`src/rtl/x_pulse_stretch.sv`:
```
// ============================================================================
// Module   : x_pulse_stretch
// Brief    : Retriggerable pulse stretcher with post-stretch holdoff guard and
//            a saturating counter of trigger cycles that were not accepted.
// Revision : 1.0
// ============================================================================
`default_nettype none

module x_pulse_stretch #(
    parameter int NBITS    = 4,
    parameter int MISSBITS = 8
) (
    input  logic                clk,
    input  logic                reset,
    input  logic                d,
    input  logic [NBITS-1:0]    length,
    input  logic [NBITS-1:0]    holdoff,
    input  logic                retrig_en,
    input  logic                missed_clr,
    output logic                q,
    output logic                busy,
    output logic [MISSBITS-1:0] missed
);

    typedef enum logic [1:0] {
        S_IDLE    = 2'd0,
        S_STRETCH = 2'd1,
        S_GUARD   = 2'd2
    } state_t;

    localparam logic [NBITS-1:0]    C_ONE  = NBITS'(1);
    localparam logic [MISSBITS-1:0] C_MONE = MISSBITS'(1);

    state_t              state_q, state_d;
    logic [NBITS-1:0]    cnt_q, cnt_d;
    logic [MISSBITS-1:0] missed_q, missed_d;
    logic                q_q, q_d;
    logic                busy_q, busy_d;
    logic                miss_ev;
    logic [NBITS-1:0]    len_m1;
    logic [NBITS-1:0]    hold_m1;

    // A zero length behaves as a one-cycle stretch.
    assign len_m1  = (length == '0) ? '0 : (length - C_ONE);
    assign hold_m1 = holdoff - C_ONE;

    always_comb begin
        state_d = state_q;
        cnt_d   = cnt_q;
        miss_ev = 1'b0;
        case (state_q)
            S_IDLE: begin
                if (d) begin
                    state_d = S_STRETCH;
                    cnt_d   = len_m1;
                end
            end
            S_STRETCH: begin
                if (d && retrig_en) begin
                    cnt_d = len_m1;
                end else begin
                    miss_ev = d;
                    if (cnt_q != '0) begin
                        cnt_d = cnt_q - C_ONE;
                    end else if (holdoff != '0) begin
                        state_d = S_GUARD;
                        cnt_d   = hold_m1;
                    end else begin
                        state_d = S_IDLE;
                        cnt_d   = '0;
                    end
                end
            end
            S_GUARD: begin
                miss_ev = d;
                if (cnt_q != '0) begin
                    cnt_d = cnt_q - C_ONE;
                end else begin
                    state_d = S_IDLE;
                end
            end
            default: begin
                state_d = S_IDLE;
                cnt_d   = '0;
            end
        endcase

        // Clear has priority over a coincident miss; the count never wraps.
        if (missed_clr) begin
            missed_d = '0;
        end else if (miss_ev && (missed_q != '1)) begin
            missed_d = missed_q + C_MONE;
        end else begin
            missed_d = missed_q;
        end

        q_d    = (state_d == S_STRETCH);
        busy_d = (state_d != S_IDLE);
    end

    always_ff @(posedge clk or posedge reset) begin
        if (reset) begin
            state_q  <= S_IDLE;
            cnt_q    <= '0;
            missed_q <= '0;
            q_q      <= 1'b0;
            busy_q   <= 1'b0;
        end else begin
            state_q  <= state_d;
            cnt_q    <= cnt_d;
            missed_q <= missed_d;
            q_q      <= q_d;
            busy_q   <= busy_d;
        end
    end

    assign q      = q_q;
    assign busy   = busy_q;
    assign missed = missed_q;

endmodule

`default_nettype wire

```
`config.mk`:
```
export PLATFORM = sky130hd
export DESIGN_NAME = x_pulse_stretch
export DESIGN_NICKNAME = d
export VERILOG_FILES = /design/src/rtl/x_pulse_stretch.sv
export SDC_FILE = /design/constraint.sdc
export NUM_CORES = 1
export LEC_CHECK = 0
export ABC_CLOCK_PERIOD_IN_PS = 2500
export CORE_MARGIN = 2
export CORE_UTILIZATION = 45
export CTS_BUF_LIST = sky130_fd_sc_hd__clkbuf_4 sky130_fd_sc_hd__clkbuf_8
export CTS_CLUSTER_DIAMETER = 80
export DETAILED_ROUTE_END_ITERATION = 8
export PLACE_DENSITY = 0.69
export SYNTH_ARGS = -nofsm -noshare
export SYNTH_HDL_FRONTEND = slang
export SYNTH_SLANG_ARGS = --single-unit
export TNS_END_PERCENT = 100
```
`constraint.sdc`:
```
create_clock -name clk -period 2.5 [get_ports clk]
set_input_delay 0.25 -clock clk [delete_from_list [all_inputs] [get_ports clk]]
set_output_delay 0.25 -clock clk [all_outputs]
set_load 0.01 [all_outputs]
```
# Yosys cells after proc, flatten, opt, wreduce, memory -nomap -nowiden
# Cells that the tools add are included.
[totals] regBits=16 wordCells=41 out_inout_bits=10
[op_classes] muxes=17 n_reduce_logical=9 addsub=4 n_eq_ne=6
[ops] op="$mux 4" n=6
[ops] op="$mux 8" n=2
[ops] op="$pmux 4 s3" n=1
[ops] op="$sub 4x1->4 const B" n=3
[ops] op="$mux 2" n=5
[ops] op="$add 8x1->8 const B" n=1
[ops] op="$ne 8x8->1 const B" n=1
[ops] op="$reduce_bool 4->1" n=2
[ops] op="$pmux 2 s3" n=1
[ops] op="$eq 2x1->1 const B" n=2
[ops] op="$logic_not 4->1" n=1
[ops] op="$ne 2x2->1 const B" n=2
[ops] op="$reduce_bool 2->1" n=2
[ops] op="$eq 2x2->1 const B" n=1
[ops] op="$logic_and 1x1->1" n=2
[ops] op="$logic_not 2->1" n=1
[ops] op="$pmux 1 s2" n=1
[ops] op="$reduce_and 2->1" n=1
[ops] op="$mux 1" n=1

# Longest topological paths before layout
[logic_depth] ltp_word=6 ltp_mapped=8

# Least setup slack after synthesis
# Ideal clock, no wire load.
[synth_timing] kind="register to register" from="reg cnt_q[0]" to="reg busy_q (netlist: busy)" n_path_buf=1 slack_ns=0.680 period_less_slack_ns=1.820 setup_ns=0.128 stages_incl_launch_ff=8 arrival_time_ns=1.692 cell_sequence="dfrtp_1 -> inv_1 -> ha_1 -> or3b_1 -> buf_2 -> a211oi_1 -> a2111oi_2 -> o21bai_1"
[synth_between] elab_chain_len=5 elab_cells_between_ends=6
[synth_lines] element="start, declared" line_no="35" source="logic [NBITS-1:0] cnt_q, cnt_d;"
[synth_lines] element="start signal, assigned" line_no="110" source="cnt_q <= cnt_d;"
[synth_lines] element="$reduce_bool 4->1 (*)" line_no="63, 76"
[synth_lines] element="$mux 2" line_no="63" source="if (cnt_q != '0) begin"
[synth_lines] element="$mux 2" line_no="59" source="if (d && retrig_en) begin"
[synth_lines] element="$pmux 2 s3 (*)" line_no="51" source="case (state_q)"
[synth_lines] element="via state_d[0]" line_no="34" source="state_t state_q, state_d;"
[synth_lines] element="$reduce_bool 2->1 (*)" line_no="98" source="busy_d = (state_d != S_IDLE);"
[synth_lines] element="via busy_d" line_no="38" source="logic busy_q, busy_d;"
[synth_lines] element="end signal, assigned" line_no="113" source="busy_q <= busy_d;"
[synth_lines] element="end, declared" line_no="38"
# Mark *: on every way through the listed nets, which the timed path passes. The rest lies on a longest branch.
# A chain may end at the register's enable or synchronous reset.

# Worst setup path after layout
# Same ends and word-level chain as after synthesis.

==> results.ini <==
[run]
cap_violations=0

[power_and_ir_drop]
intPower_mw=0.796
totalPowerFinal_mw=1.43
clkPwrFrac_pct=11.8
p_leak_nw=0.651
pwr-share-seq_pct=28.5
p_sw_share_pct=44.4
p_switching_mw=0.635
p_comb_share_pct=59.7
peakVddDrop_mv=0.492
power_density_mw_per_mm2=892

[yosys]
syn_nets=178
ys_seq_elements=16
synth_edf_count=0
syn_area_sq_mm=0.00135
synth_area_per_cell_sq_um=8.77
async_reset_ff_share_pct=100
yosysSeqAreaShare_pct=29.7
netlist_top_cells_area=dfrtp_1 30%, ha_1 10%, nor2_1 3.9%
synth.distinct_cells=51
yosysTopAreaCell=dfrtp_1
synth_top_flop_cell=dfrtp_1
postSynthCellCount=154
yosysWarnings=0
synth_top_area_share_pct=29.7

[worst_setup_path]
startpoint=cnt_q[0]$_DFFE_PP0P_
r2r-start=cnt_q[0]$_DFFE_PP0P_
cp_max_fo=7
r2r_slack_ns=0.44
endpoint_kind=flop
path_class=reg -> reg
cp.required_ns=2.66
crit_end=busy$_DFF_PP0_
cp_data_arrival_time_ns=2.22
regToRegEndpoint=busy$_DFF_PP0_
cp-start-kind=flop
reg2reg_depth=6

[worst_hold_path]
holdCritPathClass=in -> async

[clock_network]
root_buffer=clkbuf_4
cts.reportedPaths.clkPinSlew_ns=0.09
cts.htree.levels=1
holdBufCountCts=0
cts_buffers=3
cts_tree=built
clk_path_buf_depth=2
post_cts_resized=0
cts_sinks=16
clkLatencyLatePin_ns=0.28
cts_setup_buffers=0

[grt]
grt_usage_pct=18.8
grt_pass1_vias=1072
grt_antenna_before_repair=0
grt_overflow=0
grt_pass1_wl_um=4960
grt_start_max_net_pins=17

[die]
chipHeight_um=58.8
initial_core_util_pct=48.1
core_area_sq_mm=0.00281
die-width_um=58.8
top_level_ports=23
die-area_sq_mm=0.00345
rows=19

[drt]
drtAntennaViolNets=0
first_pass_iters=4
vias=1213
routedWlPerCell_um=14.3
totalWireLength_um=2940
drtIter0Drc=65
vias_per_cell=5.92
drc_errors=0

[sta]
fin_setup_tns_ns=0
min_period_over_period_pct=82.5
rsz0062_at_grt=false
fin_worst_skew_ns=0.00607
hold_violations=0
worst_slew_pin_slew_ns=0.588
slew_headroom_pct=60.8
period_needed_ns=2.06
hold_ws_ns=0.322
max_freq_ghz=0.485
maxSlewViolCount=0
setup_viol=0

[place]
routabilityCongestion=0.976
dp_hpwl_um=2350
port_buffers=22

[run_status]
status=completed

[cells_and_area]
n_antenna_cell=0
finalNetCount=199
fillCellCount=262
drive_above_1_share_pct=8.05
synthToLayoutAreaGrowth_pct=18.8

-- metrics by stage --
stage	instances	worst slack, ns	utilization (%)	instance area [sq um]
2_1_floorplan	154	0.680	-	1350
3_3_place_gp	201	0.454	55.9	1570
3_5_place_dp	201	0.432	55.9	1570
4_1_cts	205	0.453	57.2	1600
5_1_grt	205	0.265	57.2	1600
6_report	205	0.437	57.2	1600
-- state kept, by name, summed over array words and instances, names as in the netlist --
register and count:
q 1, busy 1, state_q 2, cnt_q 4, missed 8
-- placed cells by master (no fill, tap or decap), types with 3 or more instances in the layout --
cell	instances
nor3_1	6
mux2i_1	3
o21ai_0	8
xnor2_1	6
dfrtp_1	16
nor2_1	14
inv_1	13
clkbuf_4	3
ha_1	11
nand2_1	13
nand2b_1	3
a21oi_1	10
clkdlybuf4s50_1	22
-- critical path, cell delays in order (launching register included) --
cell       delay [ns]
dfrtp_1          0.44
inv_1            0.14
ha_1             0.23
or3b_1           0.48
a211oi_1         0.38
a2111oi_2        0.10
o21bai_1         0.17
-- final cells by class --
cell class | instances | area, sq um | area share [%]
Sequential cell | 16 | 400 | 25.0
Tap cell | 31 | 38.8 | 2.42
Multi-Input combinational cell | 119 | 860 | 53.6
Inverter | 13 | 48.8 | 3.04
Timing Repair Buffer | 22 | 220 | 13.7
Clock buffer | 4 | 36.3 | 2.26
-- worst min path at each step --
stage	start	cells after the start	end	slack [ns]
after floorplan	reset	1	busy$_DFF_PP0_	0.16
after global placement	missed[7]$_DFFE_PP0P_	2	missed[7]$_DFFE_PP0P_	0.54
after detailed placement	missed[7]$_DFFE_PP0P_	2	missed[7]$_DFFE_PP0P_	0.56
after CTS	reset	2	missed[5]$_DFFE_PP0P_	0.35
after global routing	reset	2	busy$_DFF_PP0_	0.40
final	reset	2	missed[1]$_DFFE_PP0P_	0.32
-- metal layers --
metal / wire, um / vias up / GRT usage [%]
met5: 0 / - / 0
met3: 214 / 0 / 3.96
met2: 1400 / 43 / 29.0
met1: 1320 / 575 / 27.6
li1: - / 595 / -
met4: 0 / 0 / 2.92
-- power by group through the flow --
| stage | clock network [mW] | registers, mW | logic [mW] |
|---|---|---|---|
| 2_1_floorplan | 0 | 0.393 | 0.668 |
| 4_1_cts | 0.175 | 0.405 | 0.851 |
| 3_5_place_dp | 0 | 0.409 | 0.846 |
| 6_report | 0.169 | 0.407 | 0.855 |
| 3_3_place_gp | 0 | 0.406 | 0.837 |
| 5_1_grt | 0.188 | 0.417 | 0.957 |
-- cell families (layout without fill, tap and decap cells) --
family,count (synthesis),count (layout),share of synthesized area [%]
buffers and inverters,19,39,6.67
DFF,16,16,29.7
xor gates and xnor gates,7,7,4.54
adders and majority gates,11,11,10.2
and+or+nand+nor,59,59,24.2
muxes,3,3,2.22
AOI/OAI and AO/OA,39,39,22.5
-- cell usage after synthesis (2+ instances only) --
cell type / number
dfrtp_1: 16
nor2_1: 14
inv_1: 13
nand2_1: 13
ha_1: 11
a21oi_1: 10
o21ai_0: 8
nor3_1: 6
xnor2_1: 6
buf_2: 3
mux2i_1: 3
nand2b_1: 3
a211oi_1: 2
and2_1: 2
buf_6: 2
nand3_1: 2
nand4_1: 2
nor2b_1: 2
nor3b_1: 2
o221ai_1: 2
or4_1: 2
Note: power is estimated with default switching activity, not from simulation.
==> RTL change, RTL diff (same settings) <==
The output `busy` loses its register stage (`busy_q` becomes a continuous assignment).
--- a/src/rtl/x_pulse_stretch.sv
+++ b/src/rtl/x_pulse_stretch.sv
@@ -106,3 +106,2 @@
             q_q      <= 1'b0;
-            busy_q   <= 1'b0;
         end else begin
@@ -112,5 +111,6 @@
             q_q      <= q_d;
-            busy_q   <= busy_d;
         end
     end
+
+    assign busy_q = busy_d;
 
Formal check against the unedited RTL: not equivalent (a bounded check fails within 4 cycles, from zero or initial values and one cycle with reset high).
==> RTL change against the unedited design <==
Via count fell by 2.7%; cell area up 3.4%; sequential cell count shrank 1; setup slack worse by 0.31 ns; combinational power increased by 22%; power up 8.0%; non-clock buffer count increased by 18; routed wire length fell by 5.5%; synthesized area is 7.0% lower; first-iteration DRC count grew 12%; critical path type unchanged; critical endpoint is now state_q[1]; largest cell class unchanged.
==> RTL change: results (changes against the unedited design) <==
- Outcome: finished clean
- DP Worst Slack: 0.05106 ns (-0.3808 ns)
- Post-synthesis instance total: 137 (-11%)
- CTS Hold Bufs: 0 (unchanged)
- Slew headroom: 62.89% (+2.1 points)
- Global-route wire length before repair: 4795 µm (-3.3%)
- Hold WC Path Type: input port to async pin
- GPL Wtd Cong: 0.8534 (-13%)
- Via count: 1180 (-2.7%)
- Largest net degree at the start of global routing: 16 (-1)
- Share of flip-flops with an asynchronous set or reset: 100.0% (unchanged)
- Synth top area cells: dfrtp_1 (30%), ha_1 (11%), xnor2_1 (4.9%), nor2_1 (4.5%), a21oi_1 (4.0%)
- Global Route Usage Sum: 18.10% (-0.70 points)
- DPL Wire Length: 2113 µm (-10%)
- WL/cell: 13.29 µm (-7.3%)
- Critical path fanouts, max: 3 (-4)
- NumNets Final: 203 (+2.0%)
- Diodes inserted: 0 (unchanged)
- Netlist cell types: 40 (-22%)
- Htree depth: 1 (unchanged)
- Post-synth top cells: dfrtp_1 (15), nor2_1 (15), inv_1 (13)
- Final std cells w/o fill: 209 (+2.0%)
- Clock Tree Buf Depth: 2 (unchanged)
- Leakage: 0.7114 nW (+9.3%)
- DRT iter0 DRCs: 73 (+12%)
- Crit path DAT: 2.58 ns (+0.36 ns)
- Port bufs: 22 (unchanged)
- Top_reg_cell synth: dfrtp_1
- Initial antenna violation count: 0 (unchanged)
- Clk Latency, worst-skew pair: 0.28 ns (about the same)
- YS warnings: 0 (unchanged)
- Vias in the first global route: 1138 (+6.2%)
- Mapped Nets: 161 (-9.6%)
- Drt first pass iters: 4 (unchanged)
- Post-route clock skew: 0.003624 ns (-0.002449 ns)
- Maximum vdd drop: 0.5969 mV (+21%)
- CTS buffer count: 3 (unchanged)
- Clk slew on worst S/H paths: 0.09 ns (about the same)
- Root Driver: clkbuf_4
- Layout cell share with drive strength beyond 1: 20.22% (+12 points)
- Max FFs per register: 8 (unchanged)
- Sequential fraction of the synthesis area: 29.91% (+0.25 points)
==> RTL change: power by group <==
part | switching (mW) | internal (mW) | total (mW)
registers | 0.0506 | 0.305 | 0.356
clock network | 0.0742 | 0.0727 | 0.147
logic | 0.518 | 0.525 | 1.04
total | 0.643 | 0.903 | 1.55
==> RTL change: metrics by stage <==
stage / cell area, µm² / util, %
6_report: 1659 / 61.22
5_1_grt: 1659 / 61.22
4_1_cts: 1627 / 60.02
3_5_place_dp: 1555 / 57.39
3_3_place_gp: 1555 / 57.39
2_1_floorplan: 1255 / -
==> RTL change: layout make-up <==
class,instances,area [µm²]
clock buffers,4,30.03
fillers,233,1051
inverters,13,48.80
multi-input cells,106,815.8
flip-flops and latches,15,375.4
well taps,31,38.79
repair buffers,40,350.3
==> RTL change: logic make-up after synthesis <==
| kind of cell | after synthesis | share of synthesized area [%] |
|---|---|---|
| and+or+nand+nor | 47 | 21.44 |
| AOI/OAI and AO/OA | 36 | 22.93 |
| adders and majority gates | 11 | 10.97 |
| DFF | 15 | 29.91 |
| xor gates and xnor gates | 8 | 5.583 |
| buffers and inverters | 16 | 5.982 |
| muxes | 4 | 3.191 |
==> RTL change: path summary, 6_finish.rpt <==
kind | from | end | slack [ns] | cells past startpoint
min | reset | state_q[0] | 0.32 | 2
max | cnt_q[1] | state_q[1] | 0.13 | 13
max in group asynchronous | reset | missed[5] | 1.81 | 2
max reg2reg | cnt_q[1] | state_q[1] | 0.13 | 13
min in group clk | missed[7] | missed[7] | 0.57 | 2
min reg2reg | missed[7] | missed[7] | 0.57 | 2
==> RTL change: per-layer routing <==
layer	GRT usage, %	part of all wire (%)	routed length [µm]
met5	0	0	0
met4	5.316	0.54	15
met3	1.613	4.1	113
met2	30.73	49	1365
met1	24.49	46	1283
==> RTL change: repair_timing <==
action | 4_1_cts | 5_1_grt
setup endpoints to repair | 1 | 1
pin swaps | 1 | 1
gates resized for setup | 2 | 5
buffers inserted | 5 | 4
==> RTL change: critical path, cell delays in order (launching register included) <==
cell,delay [ns]
dfrtp_1,0.41
inv_2,0.08
ha_1,0.15
or3b_4,0.41
buf_4,0.16
nor3_4,0.21
a211oi_2,0.06
buf_4,0.14
buf_4,0.12
buf_4,0.12
buf_4,0.12
buf_4,0.12
buf_4,0.12
nor2_1,0.09
